## config.mk

```make
export PLATFORM = sky130hd
export DESIGN_NAME = lsu_load_align
export DESIGN_NICKNAME = d
export VERILOG_FILES = /design/src/rtl/lsu_load_align.sv
export SDC_FILE = /design/constraint.sdc
export NUM_CORES = 1
export LEC_CHECK = 0
export ABC_CLOCK_PERIOD_IN_PS = 2300
export BUFFER_PORTS_ARGS = -buffer_cell sky130_fd_sc_hd__buf_4
export CAP_MARGIN = 0
export CORE_MARGIN = 3
export CORE_UTILIZATION = 40
export CTS_CLUSTER_SIZE = 12
export DETAILED_ROUTE_END_ITERATION = 6
export PLACE_DENSITY_LB_ADDON = 0.08
export SLEW_MARGIN = 20
export SYNTH_ARGS = -nofsm -noshare
export SYNTH_HDL_FRONTEND = slang
export SYNTH_SLANG_ARGS = --single-unit
export TNS_END_PERCENT = 100
```

## constraint.sdc

```tcl
create_clock -name i_clk -period 2.3 [get_ports i_clk]
set_clock_uncertainty 0.2 [all_clocks]
set_input_delay 0.345 -clock i_clk [delete_from_list [all_inputs] [get_ports i_clk]]
set_output_delay 0.345 -clock i_clk [all_outputs]
set_load 0.005 [all_outputs]
```

## src/rtl/lsu_load_align.sv

```systemverilog
// Load-alignment unit: issues one or two aligned word reads per load and returns
// the addressed bytes shifted down and sign- or zero-extended.
module lsu_load_align #(
  parameter int unsigned DATA_W         = 32,
  parameter int unsigned ADDR_W         = 32,
  parameter int unsigned MISALIGN_SPLIT = 1
) (
  input  logic              i_clk,
  input  logic              i_reset,
  input  logic              i_req_valid,
  output logic              o_req_ready,
  input  logic [ADDR_W-1:0] i_req_addr,
  input  logic [1:0]        i_req_size,
  input  logic              i_req_unsign,
  output logic              o_mem_valid,
  input  logic              i_mem_ready,
  output logic [ADDR_W-1:0] o_mem_addr,
  input  logic              i_mem_rvalid,
  input  logic [DATA_W-1:0] i_mem_rdata,
  output logic              o_rsp_valid,
  input  logic              i_rsp_ready,
  output logic [DATA_W-1:0] o_rsp_data,
  output logic              o_rsp_err
);

  localparam int unsigned B     = DATA_W / 8;
  localparam int unsigned OFF_W = $clog2(B);
  localparam int unsigned SH_W  = OFF_W + 3;

  typedef enum logic [2:0] {
    S_IDLE, S_REQ0, S_WAIT0, S_REQ1, S_WAIT1, S_RESP
  } state_e;

  state_e              state_q, state_d;
  logic [ADDR_W-1:0]   addr_q, addr_d;
  logic [1:0]          size_q, size_d;
  logic                unsign_q, unsign_d;
  logic                split_q, split_d;
  logic [DATA_W-1:0]   lo_q, lo_d;
  logic                req_ready_q, req_ready_d;
  logic                mem_valid_q, mem_valid_d;
  logic [ADDR_W-1:0]   mem_addr_q, mem_addr_d;
  logic                rsp_valid_q, rsp_valid_d;
  logic [DATA_W-1:0]   rsp_data_q, rsp_data_d;
  logic                rsp_err_q, rsp_err_d;

  logic [4:0]          req_end_c;
  logic                req_split_c;
  logic                req_illegal_c;
  logic [ADDR_W-1:0]   req_align_c;
  logic [ADDR_W-1:0]   align_c;

  logic [DATA_W-1:0]   lo_src_c;
  logic [DATA_W-1:0]   hi_src_c;
  logic [SH_W-1:0]     shamt_c;
  logic [DATA_W-1:0]   shifted_c;
  logic [7:0]          keep_bits_c;
  logic                sign_c;
  logic                fill_c;
  logic [DATA_W-1:0]   result_c;

  // Request classification, evaluated on the incoming request in IDLE.
  always_comb begin
    req_end_c     = 5'(i_req_addr[OFF_W-1:0]) + (5'(1) << i_req_size);
    req_split_c   = req_end_c > 5'(B);
    req_illegal_c = (i_req_size > 2'(OFF_W)) ||
                    ((MISALIGN_SPLIT == 0) && req_split_c);
    req_align_c   = {i_req_addr[ADDR_W-1:OFF_W], {OFF_W{1'b0}}};
    align_c       = {addr_q[ADDR_W-1:OFF_W], {OFF_W{1'b0}}};
  end

  // Extract and extend; the word arriving this cycle is used directly so the
  // result can be registered on the same edge that ends the wait.
  always_comb begin
    lo_src_c    = (state_q == S_WAIT0) ? i_mem_rdata : lo_q;
    hi_src_c    = (state_q == S_WAIT1) ? i_mem_rdata : '0;
    shamt_c     = {addr_q[OFF_W-1:0], 3'b000};
    shifted_c   = DATA_W'({hi_src_c, lo_src_c} >> shamt_c);
    keep_bits_c = 8'(8) << size_q;
    case (size_q)
      2'd0:    sign_c = shifted_c[7];
      2'd1:    sign_c = shifted_c[15];
      2'd2:    sign_c = shifted_c[31];
      default: sign_c = shifted_c[DATA_W-1];
    endcase
    fill_c   = !unsign_q && sign_c;
    result_c = shifted_c;
    for (int i = 0; i < int'(DATA_W); i++) begin
      if (i >= int'(keep_bits_c)) begin
        result_c[i] = fill_c;
      end
    end
  end

  // Next-state and registered-output decode.
  always_comb begin
    state_d    = state_q;
    addr_d     = addr_q;
    size_d     = size_q;
    unsign_d   = unsign_q;
    split_d    = split_q;
    lo_d       = lo_q;
    mem_addr_d = mem_addr_q;
    rsp_data_d = rsp_data_q;
    rsp_err_d  = rsp_err_q;

    case (state_q)
      S_IDLE: begin
        if (i_req_valid) begin
          addr_d   = i_req_addr;
          size_d   = i_req_size;
          unsign_d = i_req_unsign;
          split_d  = req_split_c;
          if (req_illegal_c) begin
            state_d    = S_RESP;
            rsp_data_d = '0;
            rsp_err_d  = 1'b1;
          end else begin
            state_d    = S_REQ0;
            mem_addr_d = req_align_c;
          end
        end
      end
      S_REQ0: begin
        if (i_mem_ready) state_d = S_WAIT0;
      end
      S_WAIT0: begin
        if (i_mem_rvalid) begin
          lo_d = i_mem_rdata;
          if (split_q) begin
            state_d    = S_REQ1;
            mem_addr_d = align_c + ADDR_W'(B);
          end else begin
            state_d    = S_RESP;
            rsp_data_d = result_c;
            rsp_err_d  = 1'b0;
          end
        end
      end
      S_REQ1: begin
        if (i_mem_ready) state_d = S_WAIT1;
      end
      S_WAIT1: begin
        if (i_mem_rvalid) begin
          state_d    = S_RESP;
          rsp_data_d = result_c;
          rsp_err_d  = 1'b0;
        end
      end
      S_RESP: begin
        if (i_rsp_ready) state_d = S_IDLE;
      end
      default: state_d = S_IDLE;
    endcase

    req_ready_d = (state_d == S_IDLE);
    mem_valid_d = (state_d == S_REQ0) || (state_d == S_REQ1);
    rsp_valid_d = (state_d == S_RESP);
  end

  always_ff @(posedge i_clk) begin
    if (i_reset) begin
      state_q     <= S_IDLE;
      addr_q      <= '0;
      size_q      <= '0;
      unsign_q    <= 1'b0;
      split_q     <= 1'b0;
      lo_q        <= '0;
      req_ready_q <= 1'b1;
      mem_valid_q <= 1'b0;
      mem_addr_q  <= '0;
      rsp_valid_q <= 1'b0;
      rsp_data_q  <= '0;
      rsp_err_q   <= 1'b0;
    end else begin
      state_q     <= state_d;
      addr_q      <= addr_d;
      size_q      <= size_d;
      unsign_q    <= unsign_d;
      split_q     <= split_d;
      lo_q        <= lo_d;
      req_ready_q <= req_ready_d;
      mem_valid_q <= mem_valid_d;
      mem_addr_q  <= mem_addr_d;
      rsp_valid_q <= rsp_valid_d;
      rsp_data_q  <= rsp_data_d;
      rsp_err_q   <= rsp_err_d;
    end
  end

  assign o_req_ready = req_ready_q;
  assign o_mem_valid = mem_valid_q;
  assign o_mem_addr  = mem_addr_q;
  assign o_rsp_valid = rsp_valid_q;
  assign o_rsp_data  = rsp_data_q;
  assign o_rsp_err   = rsp_err_q;

endmodule

```

# ---- Word-level counts from Yosys, hierarchy flattened
# Index checks and enable logic that the tools add are counted.
# W data, S select, Z words.
dict set report word_totals {
  reg_bits 139
  out_inout_bits 68
}
dict set report op_classes {
  add_sub_neg 2
  n_lt_le_gt_ge 34
  n_eq_ne 16
  shift 3
  n_mux 61
  n_reduce_logical 12
}
# op count
set op_table {}
lappend op_table {{$mux W32} 11}
lappend op_table {{$ge A5 B8 Y1 const A} 16}
lappend op_table {{$pmux W32 S3} 1}
lappend op_table {{$ge A4 B8 Y1 const A} 8}
lappend op_table {{$pmux W32 S2} 1}
lappend op_table {{$shr A64 B5 Y32} 1}
lappend op_table {{$mux W1} 37}
lappend op_table {{$add A32 B3 Y32 const B} 1}
lappend op_table {{$ge A3 B8 Y1 const A} 4}
lappend op_table {{$mux W3} 8}
lappend op_table {{$pmux W3 S6} 1}
lappend op_table {{$ge A1 B8 Y1 const A} 2}
lappend op_table {{$ge A2 B8 Y1 const A} 2}
lappend op_table {{$ne A2 B2 Y1 const B} 7}
lappend op_table {{$eq A3 B2 Y1 const B} 3}
lappend op_table {{$eq A3 B3 Y1 const B} 3}
lappend op_table {{$shl A4 B2 Y8 const A} 1}
lappend op_table {{$eq A3 B1 Y1 const B} 2}
lappend op_table {{$logic_not A3 Y1} 2}
lappend op_table {{$reduce_and A6 Y1} 1}
lappend op_table {{$add A2 B5 Y5} 1}
lappend op_table {{$gt A5 B3 Y1 const B} 1}
lappend op_table {{$reduce_and A5 Y1} 1}
lappend op_table {{$shl A1 B2 Y5 const A} 1}
lappend op_table {{other kinds (11)} 12}

# ---- Logic depth before layout (Yosys ltp)
dict set report depth {
  depth_word 9
  depth_mapped 10
  depth_no_buf 9
}

# ---- Worst setup path after synthesis
# No wires, ideal clock.
dict set report synth_timing {
  path_kind {register -> register}
  startpoint {register state_q[1]}
  endpoint {register rsp_data_q[24] (netlist: o_rsp_data[24])}
  setup_time_ns 0.080
  t_arrival_ns 2.187
  required_ns 2.020
  slack_ns -0.168
  path_stages_with_launch 9
  n_path_buf 3
  synth_period_minus_slack_ns 2.468
  cell_sequence {dfxtp_1 > buf_6 > nor3b_4 > buf_6 > mux2_4 > a32o_1 > or4b_1 > buf_4 > a211oi_2}
}
dict set report synth_between {
  elab_chain_cells 9
  word_cells_on_any_way 20
  cone_classes {eq/ne (7); shift (1); mux (8); reduce/logical (4)}
}
# element line
set synth_lines {}
lappend synth_lines {{start, declared} 34} ;# state_e state_q, state_d;
lappend synth_lines {{start signal, assigned} 176} ;# state_q <= state_d;
lappend synth_lines {{$eq A3 B2 Y1 / $eq A3 B3 Y1 (equally long branches)} {75, 107, 76}}
lappend synth_lines {{$mux W32 (on tied branches)} {75, 76}}
lappend synth_lines {{$shr A64 B5 Y32} 78} ;# shifted_c = DATA_W'({hi_src_c, lo_src_c} >> shamt_c);
lappend synth_lines {{$pmux W1 S2} 80} ;# case (size_q)
lappend synth_lines {{$logic_and A1 B1 Y1} 86} ;# fill_c = !unsign_q && sign_c;
lappend synth_lines {{$mux W1} 89} ;# if (i >= int'(keep_bits_c)) begin
lappend synth_lines {{$mux W32} 130} ;# if (split_q) begin
lappend synth_lines {{$mux W32} 128} ;# if (i_mem_rvalid) begin
lappend synth_lines {{$pmux W32 S3} 107} ;# case (state_q)
lappend synth_lines {{end signal, assigned} 186} ;# rsp_data_q <= rsp_data_d;
lappend synth_lines {{end, declared} 44} ;# logic [DATA_W-1:0] rsp_data_q, rsp_data_d;
# Parallel ways exist; a longest one is shown, timed or not. The select of a mux whose other input is x is not followed.
# A chain may end at the register's enable or synchronous reset.

# ---- Worst setup path after layout
dict set report layout_timing {
  startpoint {register state_q[0]}
  endpoint {register rsp_data_q[29] (netlist: o_rsp_data[29])}
}
# Same word-level chain as after synthesis.

==> results.md <==
- In the synthesized netlist the async set-or-reset flop fraction comes to 0%.
- The register area is 2750 µm².
- Fill cells in the final layout number 1705.
- The total inserted antenna cells is 0.
- Per report_power, the sequential group accounts for 39.6% of the total.
- The width of the die is 142 µm.
- The routed via count divided by cell count is 5.48.
- After clock tree synthesis, the clock-pin slew on the worst setup and hold paths is 0.06 ns.
- The starting density of the core is 40.9%.
- The worst register-to-register path begins at state_q[0]$_SDFF_PP0_.
- The region available for standard cell placement spans 18000 µm².
- The initial antenna violation count came to 0.
- The total die area is 20100 µm².
- Cell internal power was estimated by the tool at 4800 µW.
- The power per cell area is 635 nW/µm².
- Excluding fillers, the count of instances in the completed layout stands at 1377.
- The smallest hold slack is 0.0120 ns.
- The number of synthesized flops with an enable pin is 0.
- The run finished, with violations left.
- The via count is 7543.
- Of the total synthesized cell area, the portion taken by full adders, half adders and majority gates is 0.781%.
- The largest net degree at the start of global routing is 98.
- The switching power summed over all nets is 1790 µW.
- In this run, the clock network consumes 40.5% of the power.
- The via count of the first global-routing pass came to 6940.
- The kind of capture point of the worst setup path is a flip-flop.
- The final layout contains routed wiring with a total length of 23600 µm.
- The number of warning messages in the yosys log is 0.
- For the pin with the worst max-slew slack, the measured transition is 0.670 ns.
- In this run switching power makes up 27.2% of total power.
- The multi-input combinational cell area is 4360 µm².
- The most critical setup path has its startpoint at state_q[0]$_SDFF_PP0_.
- The portion of synthesized area spent on multiplexers is 12.1%.
- The area share of and/or/nand/nor cells after synthesis is 21.5%.
- The average detailed-routed wire length per instance is 17.2 µm.
- The buffer type at the clock tree root is clkbuf_16.
- The final HPWL from detailed placement is 16400 µm.
- Across all setup checks in the final design, the least slack found is -0.0760 ns.
- Counting every instance in the synthesized netlist gives 908.
- The area of the mapped netlist is 7370 µm².
- The synthesized netlist devotes 2.50% of its cell area to XOR and XNOR gates.
- Combinational logic burns 19.9% of the power.
- The sum of overflow across all layers after global routing is 0.
- The congestion estimate from routability-driven global placement came to 0.874.
- The hold violation count in the final report came to 0.
- At the end of the flow, the number of nets in the layout was 1214.
- After routing the design area is 10400 µm².
- The number of cells after detailed placement is 1283.
- The period utilization is 103%.
- In this run, the number of DRC markers left after iteration 0 of detailed routing was 561.
- The maximum level of the CTS H-tree is 4.
- The total clock buffers created by CTS is 17.
- The hold path startpoint is i_mem_rdata[21].
- Global routing consumed, over all layers together, 22.8% of the routing resources.
- In this run the cell area measured after placement is 9070 µm².
- The number of max-cap violations is 0.
- In this run the tightest slew margin relative to its limit is 55.4%.
- The maximum clock frequency is 421 MHz.
- The most common flop cell mapped by yosys is dfxtp_1.
- By area, the combinational part of the netlist is dominated by simple AND/OR/NAND/NOR gates.
- The setup path with the least slack is of type reg -> reg.
- The initialized floorplan defines 49 standard-cell rows.
- The post-synthesis sequential area ratio is 37.2%.
- The required time at the worst-slack endpoint is 2.44 ns.
- The maximum resistive drop on vdd is 0.000550 V.
- Setup repair after global routing could not meet its margin everywhere.
- The clock period minus worst slack is 2.38 ns.
- Once detail routing completed, the nets flagged for antenna violations numbered 0.
- Summing the areas of all compound-gate instances in the mapped netlist gives 20.7% of the synthesized area.
- The maximum buffer depth of the clock tree is 2.
- In this run, synthesis produced a sequential element count of 137.
- Setup violations remaining at the end of the flow were counted as 10.
- The I/O pin count is 141.
- The y dimension of the die is 142 µm.
- The first-pass GRT wire length is 37200 µm.
- The class of the most critical hold timing path is in -> reg.
- The post-route netlist has 27.1% of its cells at a drive strength greater than 1.
- For this run, design rule violations remaining after detail routing come to 0.
- The data arrival time of the critical path is 2.52 ns.
- TritonCTS built the clock tree.
- Port buffering added 138 buffers.
- The standby leakage power is 0.00408 µW.
- Counting distinct cell types in the post-synthesis netlist gives 59.
- The first TritonRoute pass finished after 5 iterations.
- The final number of max-transition violations is 0.
- In this run the worst path has a maximum fanout of 8.
- The area growth from synthesis to layout is 40.8%.
- The clock insertion delay at the later pin of the skew report is 0.42 ns.
- The checks that failed: negative setup slack.
- The mean area per synthesized cell is 8.11 µm².
- The launching element type of the critical path is a flip-flop.
- The number of sinks on the clock net is 137.
-- per-stage QoR --
step	TNS, ns	total power (µW)	worst slack [ns]	utilization [%]
2_1_floorplan	-0.735	3300	-0.0921	-
3_3_place_gp	-0.236	3840	-0.0338	50.3
3_5_place_dp	-0.767	3840	-0.0919	50.3
4_1_cts	-0.302	6610	-0.0469	56.6
5_1_grt	-1.49	6890	-0.120	57.6
6_report	-0.466	6590	-0.0760	57.6
-- placed cells by master, fill, tap and decap left out, drive strengths merged, types with 14 or more instances in the layout --
cell         synthesis  final
o21ai               26     26
nand2              185    185
inv                 15     15
buf                 18    230
nor2                44     44
dlygate4sd3          0     53
mux2i               65     65
a211o               22     22
clkbuf              56     22
nand3               41     41
a21oi              107    107
dfxtp              137    137
nor3                14     14
-- power groups by stage --
stage / logic (µW) / clock network [µW] / registers (µW)
after floorplan: 653 / 0 / 2640
after global placement: 1180 / 0 / 2660
after detailed placement: 1190 / 0 / 2660
after CTS: 1270 / 2730 / 2610
after global routing: 1430 / 2830 / 2630
final: 1310 / 2670 / 2610
-- per-layer routing --
layer | GRT usage (%) | wire [µm] | share of wire [%]
met1 | 32.7 | 11100 | 47
met2 | 35.0 | 10800 | 46
met3 | 4.42 | 1340 | 5.7
met4 | 6.72 | 376 | 1.6
met5 | 0 | 0 | 0
-- state kept, by name, indices dropped and copies added (netlist names) --
register / flops
addr_q: 32
lo_q: 32
o_mem_addr: 30
o_mem_valid: 1
o_req_ready: 1
o_rsp_data: 32
o_rsp_err: 1
o_rsp_valid: 1
size_q: 2
split_q: 1
state_q: 3
unsign_q: 1
-- cells in the mapped netlist (3+ instances only) --
cell type / n / area (µm²)
nand2_1: 185 / 694
xor2_1: 10 / 87.6
o31a_1: 3 / 26.3
xnor2_1: 11 / 96.3
nor2b_1: 11 / 68.8
a31oi_1: 8 / 50.1
a21oi_1: 107 / 536
and4_1: 3 / 26.3
a211oi_2: 8 / 100
nor3_1: 14 / 70.1
nand3_1: 41 / 205
o21ai_0: 25 / 125
and2_1: 9 / 56.3
clkbuf_1: 56 / 210
nand4_1: 13 / 81.3
a211oi_1: 5 / 37.5
buf_4: 4 / 30.0
o31ai_1: 6 / 45.0
o2bb2ai_1: 7 / 61.3
nor2_1: 44 / 165
dfxtp_1: 137 / 2740
nor4_1: 5 / 31.3
ha_1: 3 / 37.5
buf_2: 10 / 50.1
mux4_2: 10 / 225
a221oi_1: 7 / 61.3
a32o_1: 3 / 30.0
o211ai_1: 12 / 90.1
a211o_1: 22 / 193
or3_1: 4 / 25.0
inv_1: 15 / 56.3
o221ai_1: 9 / 78.8
mux2i_1: 65 / 651
-- layout make-up --
type,instances,share of cell area [%]
sequential,137,26.5
tap,229,2.76
timing repair buffer,283,22.6
clock buffer,22,4.57
clock inverter,8,0.929
inverter,16,0.579
multi-input combinational,682,42.0
-- critical path, stage by stage, from the launching register on --
cell      delay [ns]
dfxtp_2         0.34
nor3b_4         0.27
buf_6           0.16
buf_6           0.13
mux2i_1         0.10
a32o_2          0.27
or4b_4          0.59
a211oi_2        0.23
-- path summary, 6_finish.rpt --
path | cells after the start | endpoint | slack, ns
min reg2reg | 2 | o_mem_addr[13]$_SDFFE_PP0P_ | 0.25
max reg2reg | 7 | o_rsp_data[29]$_SDFFE_PP0P_ | -0.08
max | 7 | o_rsp_data[29]$_SDFFE_PP0P_ | -0.08
min | 3 | lo_q[21]$_SDFFE_PP0P_ | 0.01
-- kinds of logic after synthesis --
logic type	after synthesis
other	1
AOI/OAI and AO/OA	233
muxes	76
DFF	137
xor gates and xnor gates	21
adders and majority gates	4
and+or+nand+nor	346
buffers and inverters	90
-- timing repair --
| item | CTS | global route |
|---|---|---|
| setup endpoints to repair | 18 | 42 |
| cloned | 0 | 1 |
| pin swaps | 1 | 8 |
| hold buffers | 53 | 0 |
| buffers inserted | 1 | 10 |
| resized for setup | 9 | 26 |
| endpoints found under the hold margin | 56 | 0 |
No activity file was read; power rests on OpenSTA's default activity.
